==> config.mk <==
export PLATFORM = sky130hd
export DESIGN_NAME = switches_debouncer_flat
export DESIGN_NICKNAME = d
export VERILOG_FILES = /design/src/rtl/soc_board_pkg.sv /design/src/rtl/switches_debouncer_if.sv /design/src/rtl/switches_debouncer_bit.sv /design/src/rtl/switches_debouncer.sv /design/src/flat_wrapper.sv
export SDC_FILE = /design/constraint.sdc
export NUM_CORES = 1
export LEC_CHECK = 0
export CORE_MARGIN = 1.5
export CORE_UTILIZATION = 64
export CTS_BUF_LIST = sky130_fd_sc_hd__clkbuf_4 sky130_fd_sc_hd__clkbuf_8 sky130_fd_sc_hd__clkbuf_16
export CTS_CLUSTER_DIAMETER = 120
export CTS_CLUSTER_SIZE = 40
export DETAILED_ROUTE_END_ITERATION = 6
export PLACE_DENSITY = 0.85
export SLEW_MARGIN = 5
export SYNTH_ARGS = -nofsm -noshare
export SYNTH_HDL_FRONTEND = slang
export SYNTH_SLANG_ARGS = --single-unit
export TNS_END_PERCENT = 50
==> constraint.sdc <==
create_clock -name clk_clk -period 3.05 [get_ports clk_clk]
set_clock_uncertainty 0.1 [all_clocks]
set_input_delay 0.7625 -clock clk_clk [delete_from_list [all_inputs] [get_ports clk_clk]]
set_output_delay 0.7625 -clock clk_clk [all_outputs]
set_load 0.005 [all_outputs]
==> src/rtl/soc_board_pkg.sv <==
// Board-level constants and types shared by the DE10-Nano fabric helpers.
// Provides the fabric clock rate, a ms-to-cycles helper and the debouncer state type.
package soc_board_pkg;

    localparam int unsigned CLK_HZ = 50_000_000;

    // Number of fabric clock cycles in the given number of milliseconds.
    function automatic int unsigned ms_to_cycles(input int unsigned ms);
        return (CLK_HZ / 1000) * ms;
    endfunction

    typedef enum logic {
        IDLE    = 1'b0,
        QUALIFY = 1'b1
    } deb_state_t;

endpackage

==> src/rtl/switches_debouncer_if.sv <==
// Switch-conditioning bus between the pin side (master) and the debouncer (slave).
// Signal names match the debouncer's external port names.
interface switches_debouncer_if #(
    parameter int unsigned WIDTH = 4
);
    logic [WIDTH-1:0] sw_raw_i;
    logic [WIDTH-1:0] sw_debounced_o;
    logic [WIDTH-1:0] sw_rise_o;
    logic [WIDTH-1:0] sw_fall_o;
    logic             change_pending_o;
    logic             change_clear_i;

    modport master (
        output sw_raw_i,
        output change_clear_i,
        input  sw_debounced_o,
        input  sw_rise_o,
        input  sw_fall_o,
        input  change_pending_o
    );

    modport slave (
        input  sw_raw_i,
        input  change_clear_i,
        output sw_debounced_o,
        output sw_rise_o,
        output sw_fall_o,
        output change_pending_o
    );
endinterface

==> src/rtl/switches_debouncer_bit.sv <==
// Single switch channel: input synchroniser, stability counter/FSM and registered edge pulses.
// A new level is accepted only after DEBOUNCE_CYCLES consecutive synced cycles.
module debounce_bit
    import soc_board_pkg::*;
#(
    parameter int unsigned SYNC_STAGES     = 2,
    parameter int unsigned DEBOUNCE_CYCLES = 8,
    parameter logic        RESET_VAL       = 1'b0
) (
    input  logic clk,
    input  logic rst_n,
    input  logic raw,
    output logic debounced,
    output logic rise,
    output logic fall
);
    localparam int unsigned CNT_W = $clog2(DEBOUNCE_CYCLES);
    localparam logic [CNT_W-1:0] CNT_MAX = CNT_W'(DEBOUNCE_CYCLES - 1);

    logic [SYNC_STAGES-1:0] sync_q;
    logic                   sync;
    deb_state_t             state_q, state_d;
    logic [CNT_W-1:0]       cnt_q, cnt_d;
    logic                   stable_q, stable_d;
    logic                   rise_q, rise_d;
    logic                   fall_q, fall_d;

    assign sync = sync_q[SYNC_STAGES-1];

    // Metastability chain; the pin enters only at stage 0.
    always_ff @(posedge clk) begin
        if (!rst_n) sync_q <= {SYNC_STAGES{RESET_VAL}};
        else        sync_q <= {sync_q[SYNC_STAGES-2:0], raw};
    end

    // State register: reset discards any qualification in progress.
    always_ff @(posedge clk) begin
        if (!rst_n) begin
            state_q  <= IDLE;
            cnt_q    <= '0;
            stable_q <= RESET_VAL;
            rise_q   <= 1'b0;
            fall_q   <= 1'b0;
        end else begin
            state_q  <= state_d;
            cnt_q    <= cnt_d;
            stable_q <= stable_d;
            rise_q   <= rise_d;
            fall_q   <= fall_d;
        end
    end

    // Next-state logic.
    always_comb begin
        state_d = state_q;
        case (state_q)
            IDLE:    if (sync != stable_q) state_d = QUALIFY;
            QUALIFY: if ((sync == stable_q) || (cnt_q == CNT_MAX)) state_d = IDLE;
            default: state_d = IDLE;
        endcase
    end

    // Counter, accepted level and edge pulses; the count saturates at CNT_MAX by construction.
    always_comb begin
        cnt_d    = cnt_q;
        stable_d = stable_q;
        rise_d   = 1'b0;
        fall_d   = 1'b0;
        case (state_q)
            IDLE: cnt_d = (sync != stable_q) ? CNT_W'(1) : '0;
            QUALIFY: begin
                if (sync == stable_q) begin
                    cnt_d = '0;
                end else if (cnt_q == CNT_MAX) begin
                    cnt_d    = '0;
                    stable_d = sync;
                    rise_d   = sync;
                    fall_d   = ~sync;
                end else begin
                    cnt_d = cnt_q + CNT_W'(1);
                end
            end
            default: cnt_d = '0;
        endcase
    end

    assign debounced = stable_q;
    assign rise      = rise_q;
    assign fall      = fall_q;

endmodule

==> src/rtl/switches_debouncer.sv <==
// Debounces the slide-switch pins ahead of the switches PIO and raises a sticky change flag.
// Channels are independent; the top only owns the change-pending register.
module switches_debouncer
    import soc_board_pkg::*;
#(
    parameter int unsigned      WIDTH           = 4,
    parameter int unsigned      SYNC_STAGES     = 2,
    parameter int unsigned      DEBOUNCE_CYCLES = ms_to_cycles(20),
    parameter logic [WIDTH-1:0] RESET_VALUE     = '0
) (
    input  logic                 clk_clk,
    input  logic                 reset_reset_n,
    switches_debouncer_if.slave  sw
);
    logic any_edge;

    for (genvar i = 0; i < WIDTH; i++) begin : g_bit
        debounce_bit #(
            .SYNC_STAGES     (SYNC_STAGES),
            .DEBOUNCE_CYCLES (DEBOUNCE_CYCLES),
            .RESET_VAL       (RESET_VALUE[i])
        ) u_bit (
            .clk       (clk_clk),
            .rst_n     (reset_reset_n),
            .raw       (sw.sw_raw_i[i]),
            .debounced (sw.sw_debounced_o[i]),
            .rise      (sw.sw_rise_o[i]),
            .fall      (sw.sw_fall_o[i])
        );
    end

    assign any_edge = (|sw.sw_rise_o) | (|sw.sw_fall_o);

    // Sticky flag: a new edge wins over a simultaneous clear.
    always_ff @(posedge clk_clk) begin
        if (!reset_reset_n)            sw.change_pending_o <= 1'b0;
        else if (any_edge)             sw.change_pending_o <= 1'b1;
        else if (sw.change_clear_i)    sw.change_pending_o <= 1'b0;
    end

endmodule
==> src/flat_wrapper.sv <==
// flat-port wrapper written by rule: the top's interface ports become plain ports
module switches_debouncer_flat import soc_board_pkg::*;
#(
    parameter int unsigned      WIDTH           = 4,
    parameter int unsigned      SYNC_STAGES     = 2,
    parameter int unsigned      DEBOUNCE_CYCLES = ms_to_cycles(20),
    parameter logic [WIDTH-1:0] RESET_VALUE     = '0
)
  (clk_clk, reset_reset_n, sw_sw_raw_i, sw_change_clear_i, sw_sw_debounced_o, sw_sw_rise_o, sw_sw_fall_o, sw_change_pending_o);
  switches_debouncer_if #(.WIDTH(WIDTH)) sw_i ();
  input  logic clk_clk;
  input  logic reset_reset_n;
  input wire logic [$bits(sw_i.sw_raw_i)-1:0] sw_sw_raw_i;
  input wire logic [$bits(sw_i.change_clear_i)-1:0] sw_change_clear_i;
  output wire logic [$bits(sw_i.sw_debounced_o)-1:0] sw_sw_debounced_o;
  output wire logic [$bits(sw_i.sw_rise_o)-1:0] sw_sw_rise_o;
  output wire logic [$bits(sw_i.sw_fall_o)-1:0] sw_sw_fall_o;
  output wire logic [$bits(sw_i.change_pending_o)-1:0] sw_change_pending_o;
  assign sw_i.sw_raw_i = sw_sw_raw_i;
  assign sw_i.change_clear_i = sw_change_clear_i;
  assign sw_sw_debounced_o = sw_i.sw_debounced_o;
  assign sw_sw_rise_o = sw_i.sw_rise_o;
  assign sw_sw_fall_o = sw_i.sw_fall_o;
  assign sw_change_pending_o = sw_i.change_pending_o;
  switches_debouncer #(.WIDTH(WIDTH), .SYNC_STAGES(SYNC_STAGES), .DEBOUNCE_CYCLES(DEBOUNCE_CYCLES), .RESET_VALUE(RESET_VALUE)) u_core (.clk_clk(clk_clk), .reset_reset_n(reset_reset_n), .sw(sw_i));
endmodule
=== After elaboration in Yosys (flattened, before gate mapping) ===
Cells that the tools add are included.

* Register bits after elaboration: 105
* Latch bits: 0
* Bits in writable memories: 0
* Bits in read-only memories: 0
* Bits of input ports: 7
* Output and inout port bits: 13
* Memories kept: 0

* $add $sub $neg: 4
* Multiply operators: 0
* Divide/modulo/power cells: 0
* Magnitude comparators: 0
* Eq/ne operators: 12
* Shift operators: 0
* Mux-type cells: 30
* Bitwise gates (word level): 18
* Reduce and logical (&&, ||, !) cells: 15

{| class="wikitable"
|+ Operators by type and width
! operator !! count
|-
| 20-bit 2-to-1 mux || 8
|-
| 20-bit one-hot mux with 2 select lines || 4
|-
| 20-bit by 1-bit adder with 20-bit output, second input constant || 4
|-
| 20-bit equality test, second input constant || 4
|-
| 4-bit OR reduction || 6
|-
| 1-bit inverter || 17
|-
| 1-bit 2-to-1 mux || 14
|-
| 3-bit AND reduction || 4
|-
| 1-bit one-hot mux with 2 select lines || 4
|-
| 1-bit equality test || 4
|-
| 1-bit logical OR || 4
|-
| 1-bit != test || 4
|-
| 2-bit nonzero test || 1
|-
| 1-bit bitwise OR || 1
|}

=== Longest topological paths before layout ===
Gate-level depths: netlist (run 1).

* Word-level depth: 4
* Mapped depth: 7

=== By module ===
Synthesis (run 1) repeated with hierarchy kept, for this count alone.

* Cell total of the unflattened synthesis: 498
* Area total of the unflattened synthesis: 4425.5 µm²

{| class="wikitable"
|+ By module, submodules not included
! module !! instances !! cells each !! area each (µm²)
|-
| debounce_bit || 4 || 123 || 1091.0
|-
| switches_debouncer || 1 || 6 || 61.3
|}

=== Worst setup path after synthesis (run 1) ===
No wires, ideal clock.

* Kind: register to register
* Start: register u_core.g_bit[3].u_bit.cnt_q[0]
* End: register u_core.g_bit[3].u_bit.cnt_q[10]
* Library setup time: 0.117 ns
* Arrival: 1.849 ns
* Setup slack: 0.984 ns
* Cell stages (with the launch flop): 8
* Path buffers: 2
* Clock period less this slack: 2.066 ns
* Path through: dfxtp_1 ha_1 nand3_1 nor4_1 a21o_1 buf_2 buf_2 nor2_1

* Longest elaborated chain between the ends: 4

{| class="wikitable"
|+ Ends and longest elaborated chain
! item !! RTL line !! RTL
|-
| start: declaration || switches_debouncer_bit.sv:23 || <nowiki>logic [CNT_W-1:0] cnt_q, cnt_d;</nowiki>
|-
| start signal: assignment || switches_debouncer_bit.sv:46 || <nowiki>cnt_q <= cnt_d;</nowiki>
|-
| 20-bit by 1-bit adder with 20-bit output / 20-bit equality test (equally long branches) || switches_debouncer_bit.sv:80, switches_debouncer_bit.sv:74 ||
|-
| 20-bit 2-to-1 mux * || switches_debouncer_bit.sv:74 || <nowiki>end else if (cnt_q == CNT_MAX) begin</nowiki>
|-
| 20-bit 2-to-1 mux * || switches_debouncer_bit.sv:72 || <nowiki>if (sync == stable_q) begin</nowiki>
|-
| 20-bit one-hot mux with 2 select lines * || switches_debouncer_bit.sv:69 || <nowiki>case (state_q)</nowiki>
|}

Every way passes the cells marked *; elsewhere a longest branch is shown, timed or not.
A chain may end at the register's enable or synchronous reset.

=== Final worst setup path (run 1) ===
* Start: register u_core.g_bit[3].u_bit.cnt_q[0]
* End: register u_core.g_bit[3].u_bit.cnt_q[14]

The elaborated chain is that of the path after synthesis.

==> results of run 1 <==
==> layout make-up <==
type / count / area (sq um)
inverter: 22 / 82.6
clock buffer: 13 / 160
fill: 540 / 1940
clock inverter: 2 / 15.0
timing repair buffer: 23 / 220
tap: 96 / 120
multi-input combinational: 368 / 2230
sequential: 105 / 2100
==> final timing paths <==
kind,end,slack (ns),depth (start not counted)
setup / recovery,u_core.g_bit[3].u_bit.cnt_q[14],0.57,6
hold / removal,u_core.g_bit[2].u_bit.sync_q[1],0.33,1
setup reg to reg,u_core.g_bit[3].u_bit.cnt_q[14],0.57,6
hold reg to reg,u_core.g_bit[2].u_bit.sync_q[1],0.33,1
==> cells in the mapped netlist, types with 4 or more instances <==
cell      number
nor2_1        67
buf_2          7
or3_1          8
and2_1         8
clkbuf_1      10
ha_1           4
nand2_1       29
inv_1         22
a21oi_1       26
xor2_1        22
nor4_1        17
or4_1         13
o31ai_1        9
nand3_1       33
nor3_1        15
nand4_1       19
and4_1         8
xnor2_1       30
dfxtp_1      105
and3_1         9
buf_4         12
o21ai_0       11
==> power groups by stage <==
stage	Sequential [mW]	Clock, mW	Combinational [mW]
after global routing	1.38	0.855	0.0298
after global placement	1.41	0	0.0259
after floorplan	1.41	0	0.0136
after detailed placement	1.42	0	0.0268
after CTS	1.38	0.793	0.0272
final	1.38	0.774	0.0268
==> metrics by stage <==
stage,util (%),power (mW),area [sq um],cells
finish,71.8,2.18,4930,629
global route,71.8,2.27,4930,629
CTS,71.8,2.20,4930,629
detailed placement,69.3,1.44,4760,614
global placement,69.3,1.44,4760,614
floorplan,-,1.43,4580,524
==> kinds of logic after synthesis <==
family / Yosys count / share of synthesized area, %
buf+inv: 51 / 5.35
simple gates: 249 / 29.1
xor+xnor: 52 / 9.94
mux: 2 / 0.437
flops: 105 / 45.9
compound gates: 61 / 8.14
fa+ha+maj: 4 / 1.09
==> worst max-delay path: cells and delay by family, from the launching register on <==
family / cells / cell delay [ns]
adders and majority gates: 1 / 0.21
AOI/OAI and AO/OA: 2 / 0.82
and+or+nand+nor: 2 / 0.71
buffers and inverters: 1 / 0.17
DFF: 1 / 0.38
==> metal layers <==
metal / vias up / routed length [um]
met5: - / 0
met1: 1698 / 3920
met2: 70 / 4210
li1: 1845 / -
met3: 10 / 322
met4: 0 / 85
==> state kept, by name (all words and copies together) (netlist names) <==
signal                        flops
u_core.g_bit.u_bit.cnt_q         80
u_core.g_bit.u_bit.debounced      4
u_core.g_bit.u_bit.fall           4
u_core.g_bit.u_bit.rise           4
u_core.g_bit.u_bit.state_q        4
u_core.g_bit.u_bit.sync_q         8
u_core.sw.change_pending_o        1
==> placed cells by master (no fill, tap or decap), drive strengths merged, types with 10 or more instances in the layout <==
cell type / n
nand3: 34
inv: 22
and3: 10
nor3: 15
xor2: 22
clkdlybuf4s50: 19
o21ai: 12
nand2: 29
nor2: 67
a21oi: 26
clkbuf: 13
dfxtp: 105
or3: 10
nand4: 20
nor4: 17
or4: 13
xnor2: 30
==> results.sh, run 1 <==
export IMPL_syn_area_sq_um=4580
export IMPL_grt_setup_unrepaired="no"
export IMPL_ant_nets=0
export IMPL_synthCells=524
export IMPL_critPathLaunch="u_core.g_bit[3].u_bit.cnt_q[0]"
export IMPL_drc=0
export IMPL_grt_total_usage_pct=23.9
export IMPL_period_share_pct=81.4
export IMPL_cts_max_path_buffers=2
export IMPL_die_area_sq_um=7670
export IMPL_use_met2_pct=42.7
export IMPL_synth_top_cell_by_area="dfxtp_1"
export IMPL_hold_path_class="reg2reg"
export IMPL_critPathRequiredTime_ns=3.21
export IMPL_fin_ws_ns=0.569
export IMPL_cts_tree="yes"
export IMPL_grt_pass1_wl_um=14600
export IMPL_design_core_area_sq_um=6870
export IMPL_ios=20
export IMPL_peakVddDrop_uv=297
export IMPL_ys_seq_elements=105
export IMPL_power_frac_comb_pct=1.2
export IMPL_crit_arrival_ns=2.64
export IMPL_wl_per_cell_um=13.6
export IMPL_slew_violations=0
export IMPL_via_per_inst=5.76
export IMPL_dr_total_vias=3623
export IMPL_tightest_slew_ns=0.753
export IMPL_powerDensity_nw_per_um2=443
export IMPL_port_buffers=19
export IMPL_ys_seq_area_share_pct=45.9
export IMPL_numClockSinks=105
export IMPL_place_hpwl_um=5980
export IMPL_die_y_um=87.6
export IMPL_p_int_mw=1.73
export IMPL_status="finished, final reports clean"
export IMPL_grt_max_degree=20
export IMPL_path_cells="ha_1 -> nand3_1 -> buf_4 -> nor4_1 -> a21o_1 -> o21ba_2"
export IMPL_nNetsFinal=540
export IMPL_cp_max_fo=19
export IMPL_drt_total_wl_um=8530
export IMPL_clk_pin_slew_worst_paths_ns=0.09
export IMPL_p_sw_share_pct=20.6
export IMPL_grt_pass1_vias=3399
export IMPL_gr_usage_met1_pct=28.4
export IMPL_ys_types=46
export IMPL_initial_core_util_pct=66.7
export IMPL_root_buffer="clkbuf_8"
export IMPL_finalSetupTns_ns=0
export IMPL_worst_setup_path_end_kind="register"
export IMPL_synth_area_leaders="dfxtp_1, xnor2_1, nor2_1"
export IMPL_synthArstFlopShare_pct=0
export IMPL_area_growth_pct=7.70
export IMPL_grt_ovfl_total=0
export IMPL_diodes=0
export IMPL_yosys_area_top_type_share_pct=45.9
export IMPL_dp_slack_ns=0.593
export IMPL_busiest_layer="met2"
export IMPL_first_iter_violations=136
export IMPL_drive_gt1_share_pct=6.00
export IMPL_postCtsSetupRepairBufs=0
export IMPL_fmax_mhz=403
export IMPL_r2r_start="u_core.g_bit[3].u_bit.cnt_q[0]"
export IMPL_hold_viol=0
export IMPL_synth_edff_count=0
export IMPL_gr_usage_met3_pct=6.31
export IMPL_critPathLaunchType="register"
export IMPL_ctsResizeCount=0
export IMPL_p_sw_mw=0.449
export IMPL_postCtsHoldBufs=0
export IMPL_cap_violations=0
export IMPL_synth_flop_cell="dfxtp_1"
export IMPL_rows=30
export IMPL_min_period_ns=2.48
export IMPL_avgSynthCellArea_sq_um=8.74
export IMPL_crit_type="reg2reg"
export IMPL_antenna_found_initial=0
export IMPL_firstDrtPassIters=4
export IMPL_power_frac_seq_pct=63.3
export IMPL_setup_viol=0
export IMPL_max_stage_delay_ns=0.62
export IMPL_holdWs_ns=0.334
export IMPL_numCtsBuffers=9
export IMPL_p_leak_nw=1.46
export IMPL_clock_latency_ns=0.36
export IMPL_globalplace_congestion=0.853
export IMPL_slowest_stage="nor4_1"
export IMPL_yosysWarnings=0
export IMPL_relSlewSlack_pct=49.8
export IMPL_htreeDepth=3
export IMPL_clkPwrFrac_pct=35.5
export IMPL_die_w_um=87.6
export IMPL_synth_fp_nets=535
export IMPL_hp_start="u_core.g_bit[2].u_bit.sync_q[0]"
No activity file was read; power rests on OpenSTA's default activity.
==> run 2, diff against run 1 <==
Settings changed: CORE_UTILIZATION 64 to 60, PLACE_DENSITY 0.85 to 0.8.
Clock period 3.05 ns to 2.4 ns, I/O delays scaled along.
==> run 2 against run 1 <==
Worst setup slack got worse by 0.33 ns; sequential cell count did not move; combinational power rose by 23%; critical endpoint is now u_core.g_bit[0].u_bit.cnt_q[18]; largest cell class unchanged.
==> results.sh, run 2 (same netlist as run 1, synthesis figures left out) <==
export IMPL_status="finished, final reports clean"
export IMPL_via_per_inst=5.65
export IMPL_p_leak_nw=1.51
export IMPL_largest_reg_flops=80
export IMPL_htreeDepth=3
export IMPL_hp_start="u_core.g_bit[3].u_bit.sync_q[0]"
export IMPL_clk_pin_slew_worst_paths_ns=0.10
export IMPL_gr_usage_met3_pct=6.82
export IMPL_die_w_um=90.4
export IMPL_power_frac_seq_pct=60.5
export IMPL_period_share_pct=90.2
export IMPL_grt_max_degree=24
export IMPL_powerDensity_nw_per_um2=580
export IMPL_area_growth_pct=9.40
export IMPL_holdWs_ns=0.342
export IMPL_ant_nets=0
export IMPL_rows=31
export IMPL_fmax_mhz=462
export IMPL_gr_usage_met1_pct=27.0
export IMPL_cts_max_path_buffers=2
export IMPL_min_period_ns=2.16
export IMPL_busiest_layer="met2"
export IMPL_layout_commonest_cell="dfxtp_1"
export IMPL_regMostFlops="u_core.g_bit.u_bit.cnt_q"
export IMPL_die_area_sq_um=8170
export IMPL_numCtsBuffers=9
export IMPL_hold_path_class="reg2reg"
export IMPL_setup_viol=0
export IMPL_place_hpwl_um=5950
export IMPL_peakVddDrop_uv=385
export IMPL_r2r_setup_slack_ns=0.24
export IMPL_grt_pass1_wl_um=14800
export IMPL_cap_violations=0
export IMPL_n_fill_cell=589
export IMPL_power_frac_comb_pct=1.1
export IMPL_cp_max_fo=8
export IMPL_final_cell_mix="dfxtp_1, nor2_1, nand3_1"
export IMPL_grt_ovfl_total=0
export IMPL_top_regs="u_core.g_bit.u_bit.cnt_q x80, u_core.g_bit.u_bit.sync_q x8"
export IMPL_p_sw_mw=0.585
export IMPL_critPathLaunchType="register"
export IMPL_cts_tree="yes"
export IMPL_slew_violations=0
export IMPL_port_buffers=19
export IMPL_numClockSinks=105
export IMPL_drive_gt1_share_pct=7.24
export IMPL_first_iter_violations=126
export IMPL_wl_per_cell_um=13.2
export IMPL_finalSetupTns_ns=0
export IMPL_dr_total_vias=3602
export IMPL_diodes=0
export IMPL_p_sw_share_pct=20.1
export IMPL_crit_arrival_ns=2.36
export IMPL_clkPwrFrac_pct=38.4
export IMPL_hold_viol=0
export IMPL_tightest_slew_ns=0.581
export IMPL_antenna_found_initial=0
export IMPL_r2r_start="u_core.g_bit[0].u_bit.cnt_q[1]"
export IMPL_use_met2_pct=37.4
export IMPL_drt_total_wl_um=8400
export IMPL_p_int_mw=2.32
export IMPL_worst_setup_path_end_kind="register"
export IMPL_ios=20
export IMPL_grt_total_usage_pct=22.1
export IMPL_design_core_area_sq_um=7330
export IMPL_critPathLaunch="u_core.g_bit[0].u_bit.cnt_q[1]"
export IMPL_clock_latency_ns=0.36
export IMPL_root_buffer="clkbuf_8"
export IMPL_crit_type="reg2reg"
export IMPL_critPathRequiredTime_ns=2.59
export IMPL_globalplace_congestion=0.807
export IMPL_initial_core_util_pct=62.5
export IMPL_postCtsSetupRepairBufs=0
export IMPL_grt_pass1_vias=3412
export IMPL_nNetsFinal=545
export IMPL_die_y_um=90.4
export IMPL_firstDrtPassIters=4
export IMPL_drc=0
export IMPL_grt_setup_unrepaired="no"
export IMPL_relSlewSlack_pct=60.9
run 2: final cells by class:
cell class                      instances  area [sq um]  area share [%]
Clock buffer                           12           159            3.17
Clock inverter                          4          51.3            1.02
Inverter                               22          82.6            1.65
Multi-Input combinational cell        368          2230            44.6
Sequential cell                       105          2100            41.9
Tap cell                               99           124            2.47
Timing Repair Buffer                   28           258            5.14
run 2: worst paths after layout:
path	to	cells past startpoint
min	u_core.g_bit[3].u_bit.sync_q[1]	1
max	u_core.g_bit[0].u_bit.cnt_q[18]	5
min reg2reg	u_core.g_bit[3].u_bit.sync_q[1]	1
max reg2reg	u_core.g_bit[0].u_bit.cnt_q[18]	5
run 2: repair_timing:
item                                    4_1_cts  5_1_grt
endpoints found under the hold margin         0        0
hold buffers                                  0        0
endpoints found under the setup margin        0       19
gates resized for setup                       0        1
run 2: power groups by stage:
stage	Combinational (mW)	Sequential, mW	Clock (mW)
floorplan	0.0173	1.80	0
global placement	0.0321	1.80	0
detailed placement	0.0331	1.80	0
CTS	0.0334	1.76	1.15
global route	0.0375	1.76	1.22
finish	0.0330	1.76	1.11
run 2: stage by stage:
step,power (mW),instances,cell area [sq um],setup WS [ns],utilization [%]
3_5_place_dp,1.83,622,4800,0.0481,65.5
6_report,2.91,638,5010,0.235,68.4
4_1_cts,2.94,638,5010,0.0517,68.3
2_1_floorplan,1.81,524,4580,0.334,-
3_3_place_gp,1.83,622,4800,0.193,65.5
5_1_grt,3.02,638,5010,0.0704,68.4
run 2: critical path: stages, from the launching register on:
cell,delay (ns)
dfxtp_1,0.41
ha_1,0.24
nand2_1,0.14
or4_1,0.62
or4_1,0.44
a21oi_1,0.14
run 2: layer usage:
metal | part of all wire, % | vias up
met1 | 48 | 1682
met4 | 0.52 | 0
li1 | - | 1857
met5 | 0 | -
met3 | 4.0 | 4
met2 | 48 | 59
==> run 3, diff against run 2 <==
Settings changed: CORE_UTILIZATION 60 to 50, PLACE_DENSITY 0.8 to 0.69.
==> run 3 against run 2 <==
Via count decreased by 1.7%; register-to-register slack got worse by 0.02 ns; combinational power about the same; critical path type unchanged.
==> results.sh, run 3 (same netlist as run 1, synthesis figures left out) <==
export IMPL_status="finished, final reports clean"
export IMPL_grt_pass1_vias=3258
export IMPL_crit_path_frequent_cell="or4_1"
export IMPL_slew_violations=0
export IMPL_tightest_slew_ns=0.652
export IMPL_clock_latency_ns=0.36
export IMPL_relSlewSlack_pct=56.1
export IMPL_worst_setup_path_end_kind="register"
export IMPL_stdcell_count=648
export IMPL_hold_path_class="reg2reg"
export IMPL_die_y_um=98.7
export IMPL_grt_pass1_wl_um=14100
export IMPL_critPathRequiredTime_ns=2.59
export IMPL_regMostFlops="u_core.g_bit.u_bit.cnt_q"
export IMPL_ctsResizeCount=0
export IMPL_slowest_stage="or4_1"
export IMPL_hold_viol=0
export IMPL_dr_total_vias=3542
export IMPL_finalSetupTns_ns=0
export IMPL_min_period_ns=2.18
export IMPL_drive_gt1_share_pct=7.41
export IMPL_grt_total_usage_pct=17.6
export IMPL_port_buffers=19
export IMPL_n_fill_cell=806
export IMPL_root_buffer="clkbuf_8"
export IMPL_period_share_pct=91.0
export IMPL_layout_commonest_cell="dfxtp_1"
export IMPL_cts_max_path_buffers=2
export IMPL_peakVddDrop_uv=320
export IMPL_crit_arrival_ns=2.38
export IMPL_htreeDepth=3
export IMPL_design_core_area_sq_um=8810
export IMPL_cap_violations=0
export IMPL_rows=34
export IMPL_cp_top_family="simple AND/OR/NAND/NOR gates"
export IMPL_power_frac_comb_pct=1.1
export IMPL_die_w_um=98.7
export IMPL_nNetsFinal=546
export IMPL_ios=20
export IMPL_antenna_found_initial=0
export IMPL_postLayoutCoreUtil_pct=57.0
export IMPL_p_sw_mw=0.609
export IMPL_area_growth_pct=9.64
export IMPL_cp_num_buf_inv=0
export IMPL_power_frac_seq_pct=60.8
export IMPL_numClockSinks=105
export IMPL_drt_total_wl_um=8240
export IMPL_total_power_mw=2.89
export IMPL_globalplace_congestion=0.860
export IMPL_max_stage_delay_ns=0.63
export IMPL_grt_ovfl_total=0
export IMPL_crit_type="reg2reg"
export IMPL_final_cell_mix="dfxtp_1, nor2_1, nand3_1"
export IMPL_path_cells="ha_1 -> nand2_1 -> or4_1 -> or4_1 -> a21oi_1"
export IMPL_via_per_inst=5.47
export IMPL_cp_max_fo=8
export IMPL_first_iter_violations=88
export IMPL_numCtsBuffers=9
export IMPL_postCtsHoldBufs=0
export IMPL_fmax_mhz=458
export IMPL_holdWs_ns=0.341
export IMPL_critPathLaunchType="register"
export IMPL_postCtsSetupRepairBufs=0
export IMPL_p_int_mw=2.28
export IMPL_wl_per_cell_um=12.7
export IMPL_largest_reg_flops=80
export IMPL_cts_tree="yes"
export IMPL_dp_cells=632
export IMPL_p_sw_share_pct=21.1
export IMPL_initial_core_util_pct=52.0
export IMPL_powerDensity_nw_per_um2=576
export IMPL_clkPwrFrac_pct=38.1
export IMPL_firstDrtPassIters=6
export IMPL_setup_viol=0
export IMPL_grt_setup_unrepaired="no"
export IMPL_drc=0
export IMPL_top_regs="u_core.g_bit.u_bit.cnt_q x80, u_core.g_bit.u_bit.sync_q x8"
export IMPL_place_hpwl_um=5920
export IMPL_p_leak_nw=1.51
export IMPL_grt_max_degree=24
export IMPL_diodes=0
export IMPL_ant_nets=0
export IMPL_clk_pin_slew_worst_paths_ns=0.10
export IMPL_die_area_sq_um=9740
==> run 3: changes by cell type in the layout (fill, tap and decap cells not counted), sizes merged <==
cell    change
clkbuf      -2
inv         +2
buf         +1
==> run 3: power groups by stage <==
| stage | registers, mW | logic (mW) | clock network [mW] |
|---|---|---|---|
| global route | 1.76 | 0.0373 | 1.23 |
| floorplan | 1.80 | 0.0173 | 0 |
| finish | 1.76 | 0.0332 | 1.10 |
| CTS | 1.76 | 0.0337 | 1.14 |
| detailed placement | 1.80 | 0.0337 | 0 |
| global placement | 1.80 | 0.0329 | 0 |
==> run 3: per-stage QoR <==
step / cell area [sq um] / setup slack [ns]
2_1_floorplan: 4580 / 0.334
3_3_place_gp: 4820 / 0.163
3_5_place_dp: 4820 / 0.130
4_1_cts: 5020 / 0.101
5_1_grt: 5020 / 0.0721
6_report: 5020 / 0.216
==> run 3: worst paths after layout <==
kind	start	end	slack (ns)	cells past startpoint
min reg2reg	u_core.g_bit[0].u_bit.sync_q[0]	u_core.g_bit[0].u_bit.sync_q[1]	0.34	1
min	u_core.g_bit[0].u_bit.sync_q[0]	u_core.g_bit[0].u_bit.sync_q[1]	0.34	1
max reg2reg	u_core.g_bit[0].u_bit.cnt_q[1]	u_core.g_bit[0].u_bit.cnt_q[18]	0.22	5
max	u_core.g_bit[0].u_bit.cnt_q[1]	u_core.g_bit[0].u_bit.cnt_q[18]	0.22	5
==> run 3: per-layer routing <==
layer	global-route usage [%]	up-vias	wire length, um
li1	-	1853	-
met1	23.3	1639	4100
met2	28.2	44	3750
met3	5.11	6	312
met4	4.73	0	77
met5	0	-	0
==> run 3: final cells by class <==
cell class,instances,area [sq um],area share (%)
well taps,108,135,2.69
multi-input cells,368,2230,44.5
repair buffers,29,265,5.28
inverters,22,82.6,1.64
flip-flops and latches,105,2100,41.9
clock buffers,10,138,2.74
clock inverters,6,65.1,1.30
